`src/rtl/tx_framer_pkg.sv`:
```
// Shared types and helpers for tx_packet_framer.
// The state enum covers the optional CRC states, which are only reachable when
// TX_PACKET_FRAMER_CRC8_EN is defined.
package tx_framer_pkg;

   // Frame sequencing states; CRC_HI/CRC_LO are only visited in CRC builds
   typedef enum logic [2:0] {
      IDLE   = 3'd0,
      NIBBLE = 3'd1,
      CRC_HI = 3'd2,
      CRC_LO = 3'd3,
      TERM   = 3'd4
   } state_e;

   localparam logic [7:0] CRC8_POLY = 8'h07;

   // Upper-case ASCII hex digit for one nibble
   function automatic logic [7:0] hex_ascii(input logic [3:0] nib);
      logic [7:0] r_ascii;
      if (nib < 4'd10) r_ascii = 8'h30 + {4'h0, nib};
      else             r_ascii = 8'h37 + {4'h0, nib};
      return r_ascii;
   endfunction

   // One byte of CRC-8 (MSB-first, no reflection, no final xor)
   function automatic logic [7:0] crc8_step(input logic [7:0] crc, input logic [7:0] data);
      logic [7:0] r_c;
      r_c = crc ^ data;
      for (int i = 0; i < 8; i++) begin
         if (r_c[7]) r_c = (r_c << 1) ^ CRC8_POLY;
         else        r_c = r_c << 1;
      end
      return r_c;
   endfunction

endpackage

```
`src/rtl/tx_packet_framer.sv`:
```
// tx_packet_framer: serialises a PACKET_SIZE-bit snapshot as upper-case ASCII hex,
// most significant nibble first, followed by TERMINATOR, on a valid/ready byte
// stream. frame_count counts frames whose terminator has been consumed.
// Optional feature: define TX_PACKET_FRAMER_CRC8_EN to append two ASCII hex bytes
// of a CRC-8 over the hex bytes before the terminator.
module tx_packet_framer
   import tx_framer_pkg::*;
#(
   parameter int         PACKET_SIZE = 256,
   parameter logic [7:0] TERMINATOR  = 8'h0D,
   parameter int         CNT_WIDTH   = 16
) (
   input  logic                   intclk,
   input  logic                   rst_n,
   input  logic [PACKET_SIZE-1:0] pkt_data,
   input  logic                   pkt_valid,
   output logic                   pkt_ready,
   output logic [7:0]             tx_byte,
   output logic                   tx_valid,
   input  logic                   tx_ready,
   output logic                   busy,
   output logic [CNT_WIDTH-1:0]   frame_count
);

   localparam int NIBBLES = PACKET_SIZE / 4;
   localparam int IDX_W   = (NIBBLES > 1) ? $clog2(NIBBLES) : 1;
   localparam logic [IDX_W-1:0] IDX_LAST = IDX_W'(NIBBLES - 1);

   // Registered state
   state_e                 r_state;
   logic [PACKET_SIZE-1:0] r_shadow;
   logic [IDX_W-1:0]       r_idx;
   logic [7:0]             r_tx_byte;
   logic                   r_tx_valid;
   logic [CNT_WIDTH-1:0]   r_frame_count;

   // Next-state values
   state_e                 w_state_nxt;
   logic [PACKET_SIZE-1:0] w_shadow_nxt;
   logic [IDX_W-1:0]       w_idx_nxt;
   logic [7:0]             w_tx_byte_nxt;
   logic                   w_tx_valid_nxt;
   logic [CNT_WIDTH-1:0]   w_frame_count_nxt;

   // Handshakes and derived data
   logic                   w_accept;
   logic                   w_tx_hs;
   logic [PACKET_SIZE-1:0] w_shadow_shl;
   logic [7:0]             w_first_ascii;
   logic [7:0]             w_next_ascii;

   // The shadow register is shifted left one nibble per sent digit, so the
   // digit to send next is always in the top nibble regardless of PACKET_SIZE.
   assign w_accept      = pkt_valid && (r_state == IDLE);
   assign w_tx_hs       = r_tx_valid && tx_ready;
   assign w_shadow_shl  = r_shadow << 4;
   assign w_first_ascii = hex_ascii(pkt_data[PACKET_SIZE-1 -: 4]);
   assign w_next_ascii  = hex_ascii(w_shadow_shl[PACKET_SIZE-1 -: 4]);

`ifdef TX_PACKET_FRAMER_CRC8_EN
   logic [7:0] r_crc;
   logic [7:0] w_crc_next;

   // CRC including the hex byte currently being handed over
   assign w_crc_next = crc8_step(r_crc, r_tx_byte);

   // CRC accumulates over the hex digits only; the CRC bytes themselves are not folded in
   always_ff @(posedge intclk or negedge rst_n) begin
      if (!rst_n) begin
         r_crc <= 8'h00;
      end else if (w_accept) begin
         r_crc <= 8'h00;
      end else if ((r_state == NIBBLE) && w_tx_hs) begin
         r_crc <= w_crc_next;
      end
   end
`endif

   // Next-state decode: each handshake registers the following byte so transfers run back to back
   always_comb begin
      // NOTE: every output of this block gets a default first; a path that leaves one unassigned infers a latch.
      w_state_nxt       = r_state;
      w_shadow_nxt      = r_shadow;
      w_idx_nxt         = r_idx;
      w_tx_byte_nxt     = r_tx_byte;
      w_tx_valid_nxt    = r_tx_valid;
      w_frame_count_nxt = r_frame_count;

      case (r_state)
         IDLE: begin
            if (w_accept) begin
               w_state_nxt    = NIBBLE;
               w_shadow_nxt   = pkt_data;
               w_idx_nxt      = IDX_LAST;
               w_tx_byte_nxt  = w_first_ascii;
               w_tx_valid_nxt = 1'b1;
            end
         end

         NIBBLE: begin
            if (w_tx_hs) begin
               if (r_idx == '0) begin
`ifdef TX_PACKET_FRAMER_CRC8_EN
                  w_state_nxt   = CRC_HI;
                  w_tx_byte_nxt = hex_ascii(w_crc_next[7:4]);
`else
                  w_state_nxt   = TERM;
                  w_tx_byte_nxt = TERMINATOR;
`endif
               end else begin
                  w_idx_nxt     = r_idx - IDX_W'(1);
                  w_shadow_nxt  = w_shadow_shl;
                  w_tx_byte_nxt = w_next_ascii;
               end
            end
         end

`ifdef TX_PACKET_FRAMER_CRC8_EN
         CRC_HI: begin
            // r_crc now holds the final CRC, updated on the last digit's handshake
            if (w_tx_hs) begin
               w_state_nxt   = CRC_LO;
               w_tx_byte_nxt = hex_ascii(r_crc[3:0]);
            end
         end

         CRC_LO: begin
            if (w_tx_hs) begin
               w_state_nxt   = TERM;
               w_tx_byte_nxt = TERMINATOR;
            end
         end
`endif

         TERM: begin
            if (w_tx_hs) begin
               w_state_nxt       = IDLE;
               w_tx_valid_nxt    = 1'b0;
               w_tx_byte_nxt     = 8'h00;
               w_frame_count_nxt = r_frame_count + CNT_WIDTH'(1);
            end
         end

         default: begin
            w_state_nxt    = IDLE;
            w_tx_valid_nxt = 1'b0;
            w_tx_byte_nxt  = 8'h00;
         end
      endcase
   end

   // State registers; reset aborts any frame in flight
   always_ff @(posedge intclk or negedge rst_n) begin
      if (!rst_n) begin
         r_state       <= IDLE;
         r_shadow      <= '0;
         r_idx         <= '0;
         r_tx_byte     <= 8'h00;
         r_tx_valid    <= 1'b0;
         r_frame_count <= '0;
      end else begin
         // NOTE: non-blocking assignments here so every register samples pre-edge values.
         r_state       <= w_state_nxt;
         r_shadow      <= w_shadow_nxt;
         r_idx         <= w_idx_nxt;
         r_tx_byte     <= w_tx_byte_nxt;
         r_tx_valid    <= w_tx_valid_nxt;
         r_frame_count <= w_frame_count_nxt;
      end
   end

   assign pkt_ready   = (r_state == IDLE);
   assign busy        = (r_state != IDLE);
   assign tx_byte     = r_tx_byte;
   assign tx_valid    = r_tx_valid;
   assign frame_count = r_frame_count;

endmodule

```
`config.mk`:
```
export PLATFORM = sky130hd
export DESIGN_NAME = tx_packet_framer
export DESIGN_NICKNAME = d
export VERILOG_FILES = /design/src/rtl/tx_framer_pkg.sv /design/src/rtl/tx_packet_framer.sv
export SDC_FILE = /design/constraint.sdc
export NUM_CORES = 1
export LEC_CHECK = 0
export BUFFER_PORTS_ARGS = -buffer_cell sky130_fd_sc_hd__buf_2
export CAP_MARGIN = 20
export CORE_ASPECT_RATIO = 2
export CORE_UTILIZATION = 45
export CTS_CLUSTER_SIZE = 16
export DETAILED_ROUTE_END_ITERATION = 10
export PLACE_DENSITY_LB_ADDON = 0.3
export SYNTH_ARGS = -nofsm -noshare
export SYNTH_HDL_FRONTEND = slang
export SYNTH_SLANG_ARGS = --single-unit
```
`constraint.sdc`:
```
create_clock -name intclk -period 2.6 [get_ports intclk]
set_clock_uncertainty 0.2 [all_clocks]
set_input_delay 0.52 -clock intclk [delete_from_list [all_inputs] [get_ports intclk]]
set_output_delay 0.52 -clock intclk [all_outputs]
set_load 0.01 [all_outputs]
```
==> flow_summary_export.csv, run 1 <==
group,metric,value,unit
global_routing,grt_max_degree,65,
critical_path,crit_chain,"buf_4 > or2_2 > inv_1 > buf_2",
yosys,netlist_instances,1260,
sta,period_needed,2.41,ns
yosys,synthTopCellsByArea,"dfrtp_1 54%, mux2i_1 19%, o21ai_0 9.8%",
yosys,synth_area,13100,um2
floorplanning,core-area,28700,um2
yosys,synth_simple_gate_area_share,9.99,%
critical_path,cp_slowest_stage_delay,0.46,ns
yosys,syn-num-nets,1524,
placement,io_buffers,285,
yosys,synth_mux_area_share,19.0,%
yosys,synth_top_family_by_area,"multiplexers",
placement,place_ws,0.122,ns
power_and_ir_drop,leakage,0.00910,uW
global_routing,grt_overflow,0,
yosys,synth_top_area_share,54.3,%
yosys,synth_ff_type,"dfrtp_1",
critical_path,crit_fanout,10,
cts,clk_latency,0.54,ns
cells_and_area,seqCellArea,7110,um2
cts,cts_buffer_depth,3,
power_and_ir_drop,p_total,14800,uW
critical_path,cp.required,1.88,ns
route,wl_per_cell,16.1,um
critical_path,cp-startpoint,"r_state[0]",
sta,tightest_slew,0.917,ns
yosys,synth_compound_area_share,11.6,%
sta,max_freq,416,MHz
critical_path,start_kind,"register",
yosys,synthXorXnorAreaFrac,1.14,%
sta,rsz0062_at_grt,"false",
cts,clk_pin_slew,0.07,ns
sta,hold_viol_final,0,
cells_and_area,fin_util,56.1,%
floorplanning,ios,287,
status,status,"complete, no violations",
cells_and_area,fill_cells,2609,
floorplanning,die_h,243,um
power_and_ir_drop,power_density,915,nW/um2
worst_hold_path,hold_path.startpoint,"pkt_data[238]",
yosys,synth_top_area_cell,"dfrtp_1",
critical_path,crit_family,"flip-flops",
cts,cts-htree-levels,1,
worst_hold_path,hold_path.class,"in -> reg",
yosys,synthAdderAreaFrac,0.383,%
power_and_ir_drop,ir_drop,0.000755,V
floorplanning,rows,88,
sta,holdWs,0.0642,ns
cells_and_area,multi_input_area,5540,um2
route,via_per_inst,5.09,
sta,finalSetupViolCount,0,
sta,slew_viol_final,0,
yosys,synth_enable_flop_cells,0,
route,firstDrtPassIters,4,
placement,dpl.hpwl,22600,um
route,totalWireLength,30900,um
global_routing,grt_first_pass_wirelength,48800,um
critical_path,worstPathArrival,1.69,ns
critical_path,critPathKind,"reg -> out",
route,num_vias,9766,
yosys,async_flop_share,100,%
cts,cts_root_buf,"clkbuf_16",
placement,gp_congestion,0.792,
critical_path,end_kind,"primary output",
yosys,synth_warnings,0,
global_routing,track_usage,20.9,%
cells_and_area,drive_above_1_share,24.5,%
floorplanning,die-area,29800,um2
cts,cts_tree,"done",
global_routing,antenna_found_initial,5,
route,ant_nets,0,
critical_path,reg2reg_from,"r_idx[0]",
cells_and_area,final_cell_mix,"284 x dfrtp_1, 284 x buf_2, 263 x nand2_1, 257 x o21ai_0, 248 x mux2i_1",
global_routing,grt_pass1_vias,9846,
yosys,seq_area_frac_synth,54.3,%
cells_and_area,area.growth.synth_to_final,23.3,%
sta,slew_headroom,38.3,%
cts,numCtsBuffers,27,
critical_path,slowest_stage,"dfrtp_1",
job,drv_cap,0,
route,drc_errors,0,
sta,period_share,92.6,%
cts,clkSinkCount,284,
floorplanning,die_w,123,um
sta,finalSetupTns,0,ns
route,drt_iter0_drc,353,
floorplanning,initial_core_util,45.5,%
yosys,ys_types,44,
cells_and_area,fin_nets,1799,
sta,fin_ws,0.194,ns
critical_path,cp.buffers_inverters,3,
yosys,avgSynthCellArea,10.4,um2
yosys,synth-seq-cells,284,
[state kept, by name, indices dropped and copies added (netlist names)]
name         count
r_shadow       252
frame_count     16
tx_byte          7
r_idx            6
r_state          2
tx_valid         1
[what timing repair did]
item,in CTS,in global routing
endpoints found under the hold margin,49,0
buffers inserted,0,0
gates resized for setup,0,1
endpoints found under the setup margin,0,118
hold buffers,5,0
[synthesized netlist by cell type, types with 3 or more instances]
cell type / number
ha_1: 4
a21oi_1: 7
and4b_1: 3
inv_1: 13
nand2_1: 263
o21ai_0: 257
nor2_1: 11
buf_2: 46
nor3_1: 3
xor2_1: 4
dfrtp_1: 284
a22o_1: 6
nand3_1: 11
mux2i_1: 248
nand4_1: 5
clkbuf_1: 40
and2_1: 3
xnor2_1: 13
a221o_1: 4
[where the power goes]
part / switching [uW] / internal, uW
Sequential: 730 / 5640
Clock: 1680 / 2300
Combinational: 2450 / 1970
[final cells by class]
cell class                      count  area share, %
Clock buffer                       39           4.90
Sequential cell                   284           44.0
Clock inverter                      8          0.597
Multi-Input combinational cell    874           34.4
Tap cell                          360           2.79
Antenna cell                        5         0.0775
Inverter                           13          0.302
Timing Repair Buffer              335           12.9
[tightest hold or removal path: stages]
cell	delay [ns]
buf_2	0.07
mux2i_1	0.05
o21ai_0	0.13
[layer usage]
metal / vias up / wire, um / GRT usage (%)
met5: - / 0 / 0
met4: 0 / 650 / 7.17
met3: 38 / 1350 / 3.24
met2: 213 / 17200 / 39.7
met1: 4609 / 11700 / 22.6
li1: 4906 / - / -
[logic make-up after synthesis]
group | count (synthesis)
AND/OR/NAND/NOR | 316
AO/OA/AOI/OAI | 288
flip-flops | 284
multiplexers | 248
buffers and inverters | 102
XOR/XNOR | 17
adder cells (fa/ha/maj) | 4
other | 1
[through the flow]
| stage | cells | cell area, um2 |
|---|---|---|
| final | 1918 | 16100 |
| after global routing | 1918 | 16100 |
| after CTS | 1913 | 16100 |
| after detailed placement | 1861 | 15200 |
| after global placement | 1861 | 15200 |
| after floorplan | 1260 | 13100 |
[worst paths after layout]
kind	endpoint	slack (ns)	depth (start not counted)
max in group asynchronous	r_shadow[15]	1.20	3
hold / removal	r_shadow[238]	0.06	3
setup reg to reg	r_shadow[202]	0.23	6
hold reg to reg	frame_count[15]	0.27	1
min in group asynchronous	r_shadow[112]	0.29	2
setup / recovery	pkt_ready	0.19	4
Power figures use the tool's default switching activity.
==> run 2, diff against run 1 <==
CELL_PAD_IN_SITES_DETAIL_PLACEMENT = 0   (was not set)
CELL_PAD_IN_SITES_GLOBAL_PLACEMENT = 1   (was not set)
CORE_UTILIZATION = 42   (was 45)
PLACE_DENSITY = 0.78   (was not set)
PLACE_DENSITY_LB_ADDON = not set   (was 0.3)
==> flow_summary_export.csv, run 2 (same netlist as run 1, synthesis figures left out) <==
group,metric,value,unit
cts,holdBufCountCts,5,
floorplanning,die_w,127,um
cells_and_area,top_register,"r_shadow",
critical_path,end_kind,"primary output",
placement,dpl.hpwl,23700,um
global_routing,grt_overflow,0,
placement,gp_congestion,0.784,
sta,finalSetupViolCount,0,
floorplanning,die-area,31900,um2
critical_path,cp.required,1.88,ns
critical_path,start_kind,"register",
cells_and_area,fill_cells,2878,
global_routing,grt_pass1_vias,10400,
power_and_ir_drop,leakage,0.00917,uW
critical_path,worstPathArrival,1.70,ns
route,firstDrtPassIters,7,
cts,clkSinkCount,284,
cells_and_area,finalInstanceArea,16300,um2
critical_path,critPathKind,"reg -> out",
power_and_ir_drop,ir_drop,0.000623,V
sta,hold_viol_final,0,
placement,placedCellCount,1881,
floorplanning,ios,287,
placement,dpl_cell_area,15200,um2
cells_and_area,fin_nets,1807,
sta,slew_headroom,39.6,%
cells_and_area,largest_reg_flops,252,
sta,period_needed,2.42,ns
cells_and_area,drive_above_1_share,25.2,%
sta,tightest_slew,0.898,ns
status,violations,"design-rule violations",
route,ant_nets,0,
worst_hold_path,hold_path.class,"in -> reg",
cells_and_area,final_cell_mix,"284 x dfrtp_1, 284 x buf_2, 263 x nand2_1, 257 x o21ai_0, 248 x mux2i_1",
status,status,"finished, violations left",
cells_and_area,area.growth.synth_to_final,24.7,%
route,totalWireLength,32200,um
cts,cts_tree,"done",
power_and_ir_drop,power_density,937,nW/um2
floorplanning,initial_core_util,42.6,%
sta,period_share,93.2,%
cts,post_cts_resized,0,
route,wl_per_cell,16.5,um
floorplanning,die_h,252,um
global_routing,grt_max_degree,71,
critical_path,crit_fanout,10,
job,drv_cap,0,
cts,numCtsBuffers,27,
route,via_per_inst,5.02,
global_routing,track_usage,20.5,%
sta,finalSetupTns,0,ns
sta,holdWs,0.0554,ns
sta,max_freq,413,MHz
cts,clk_pin_slew,0.07,ns
sta,slew_viol_final,0,
cts,cts_root_buf,"clkbuf_16",
route,drt_iter0_drc,292,
sta,rsz0062_at_grt,"false",
global_routing,grt_first_pass_wirelength,51500,um
cells_and_area,finalNonFillerCells,1950,
floorplanning,rows,91,
cts,clk_latency,0.54,ns
cts,cts_buffer_depth,3,
route,drc_errors,1,
placement,io_buffers,285,
floorplanning,core-area,30700,um2
cts,cts-htree-levels,1,
cts,cts_setup_buffers,0,
global_routing,antenna_found_initial,14,
route,num_vias,9798,
## run 2: stage by stage
stage          setup slack (ns)  utilization [%]  total power, uW
2_1_floorplan             0.455                -             9330
3_3_place_gp              0.312             49.5            10700
3_5_place_dp              0.238             49.5            10900
4_1_cts                   0.134             53.0            15500
5_1_grt                 0.00217             53.1            16300
6_report                  0.177             53.1            15300
## run 2: path summary, 6_finish.rpt
kind	slack [ns]	start	cells past startpoint	end
max in group asynchronous	1.22	rst_n	3	frame_count[15]
hold reg to reg	0.28	r_shadow[42]	2	r_shadow[42]
setup / recovery	0.18	r_state[0]	4	pkt_ready
setup reg to reg	0.25	r_idx[0]	7	r_shadow[90]
min in group asynchronous	0.26	rst_n	2	r_shadow[70]
hold / removal	0.06	pkt_data[234]	3	r_shadow[234]
## run 2: worst max-delay path, stage by stage (launching register included)
cell and delay (ns):
dfrtp_1 0.47, buf_4 0.21, or2_2 0.31, inv_1 0.05
buf_2 0.12
## run 2: metal layers
metal,global-route usage [%],up-vias,share of wire (%)
met5,0,-,0
met2,38.4,239,54
met4,9.69,0,3.9
met3,2.97,65,4.1
li1,-,4927,-
met1,22.4,4567,38
## run 2: area by class of cell
class | instances | area [um2] | share of cell area, %
sequential | 284 | 7110 | 43.6
multi-input combinational | 874 | 5540 | 33.9
timing repair buffer | 343 | 2110 | 12.9
clock buffer | 32 | 734 | 4.50
tap | 372 | 465 | 2.85
clock inverter | 18 | 280 | 1.72
inverter | 13 | 48.8 | 0.299
antenna | 14 | 35.0 | 0.215
## run 2: power breakdown
group | switching [uW] | internal (uW) | total [uW] | leakage [uW]
clock | 1790 | 2720 | 4510 | 0.000494
sequential | 720 | 5630 | 6350 | 0.00382
combinational | 2440 | 1980 | 4420 | 0.00485
total | 4950 | 10300 | 15300 | 0.00917
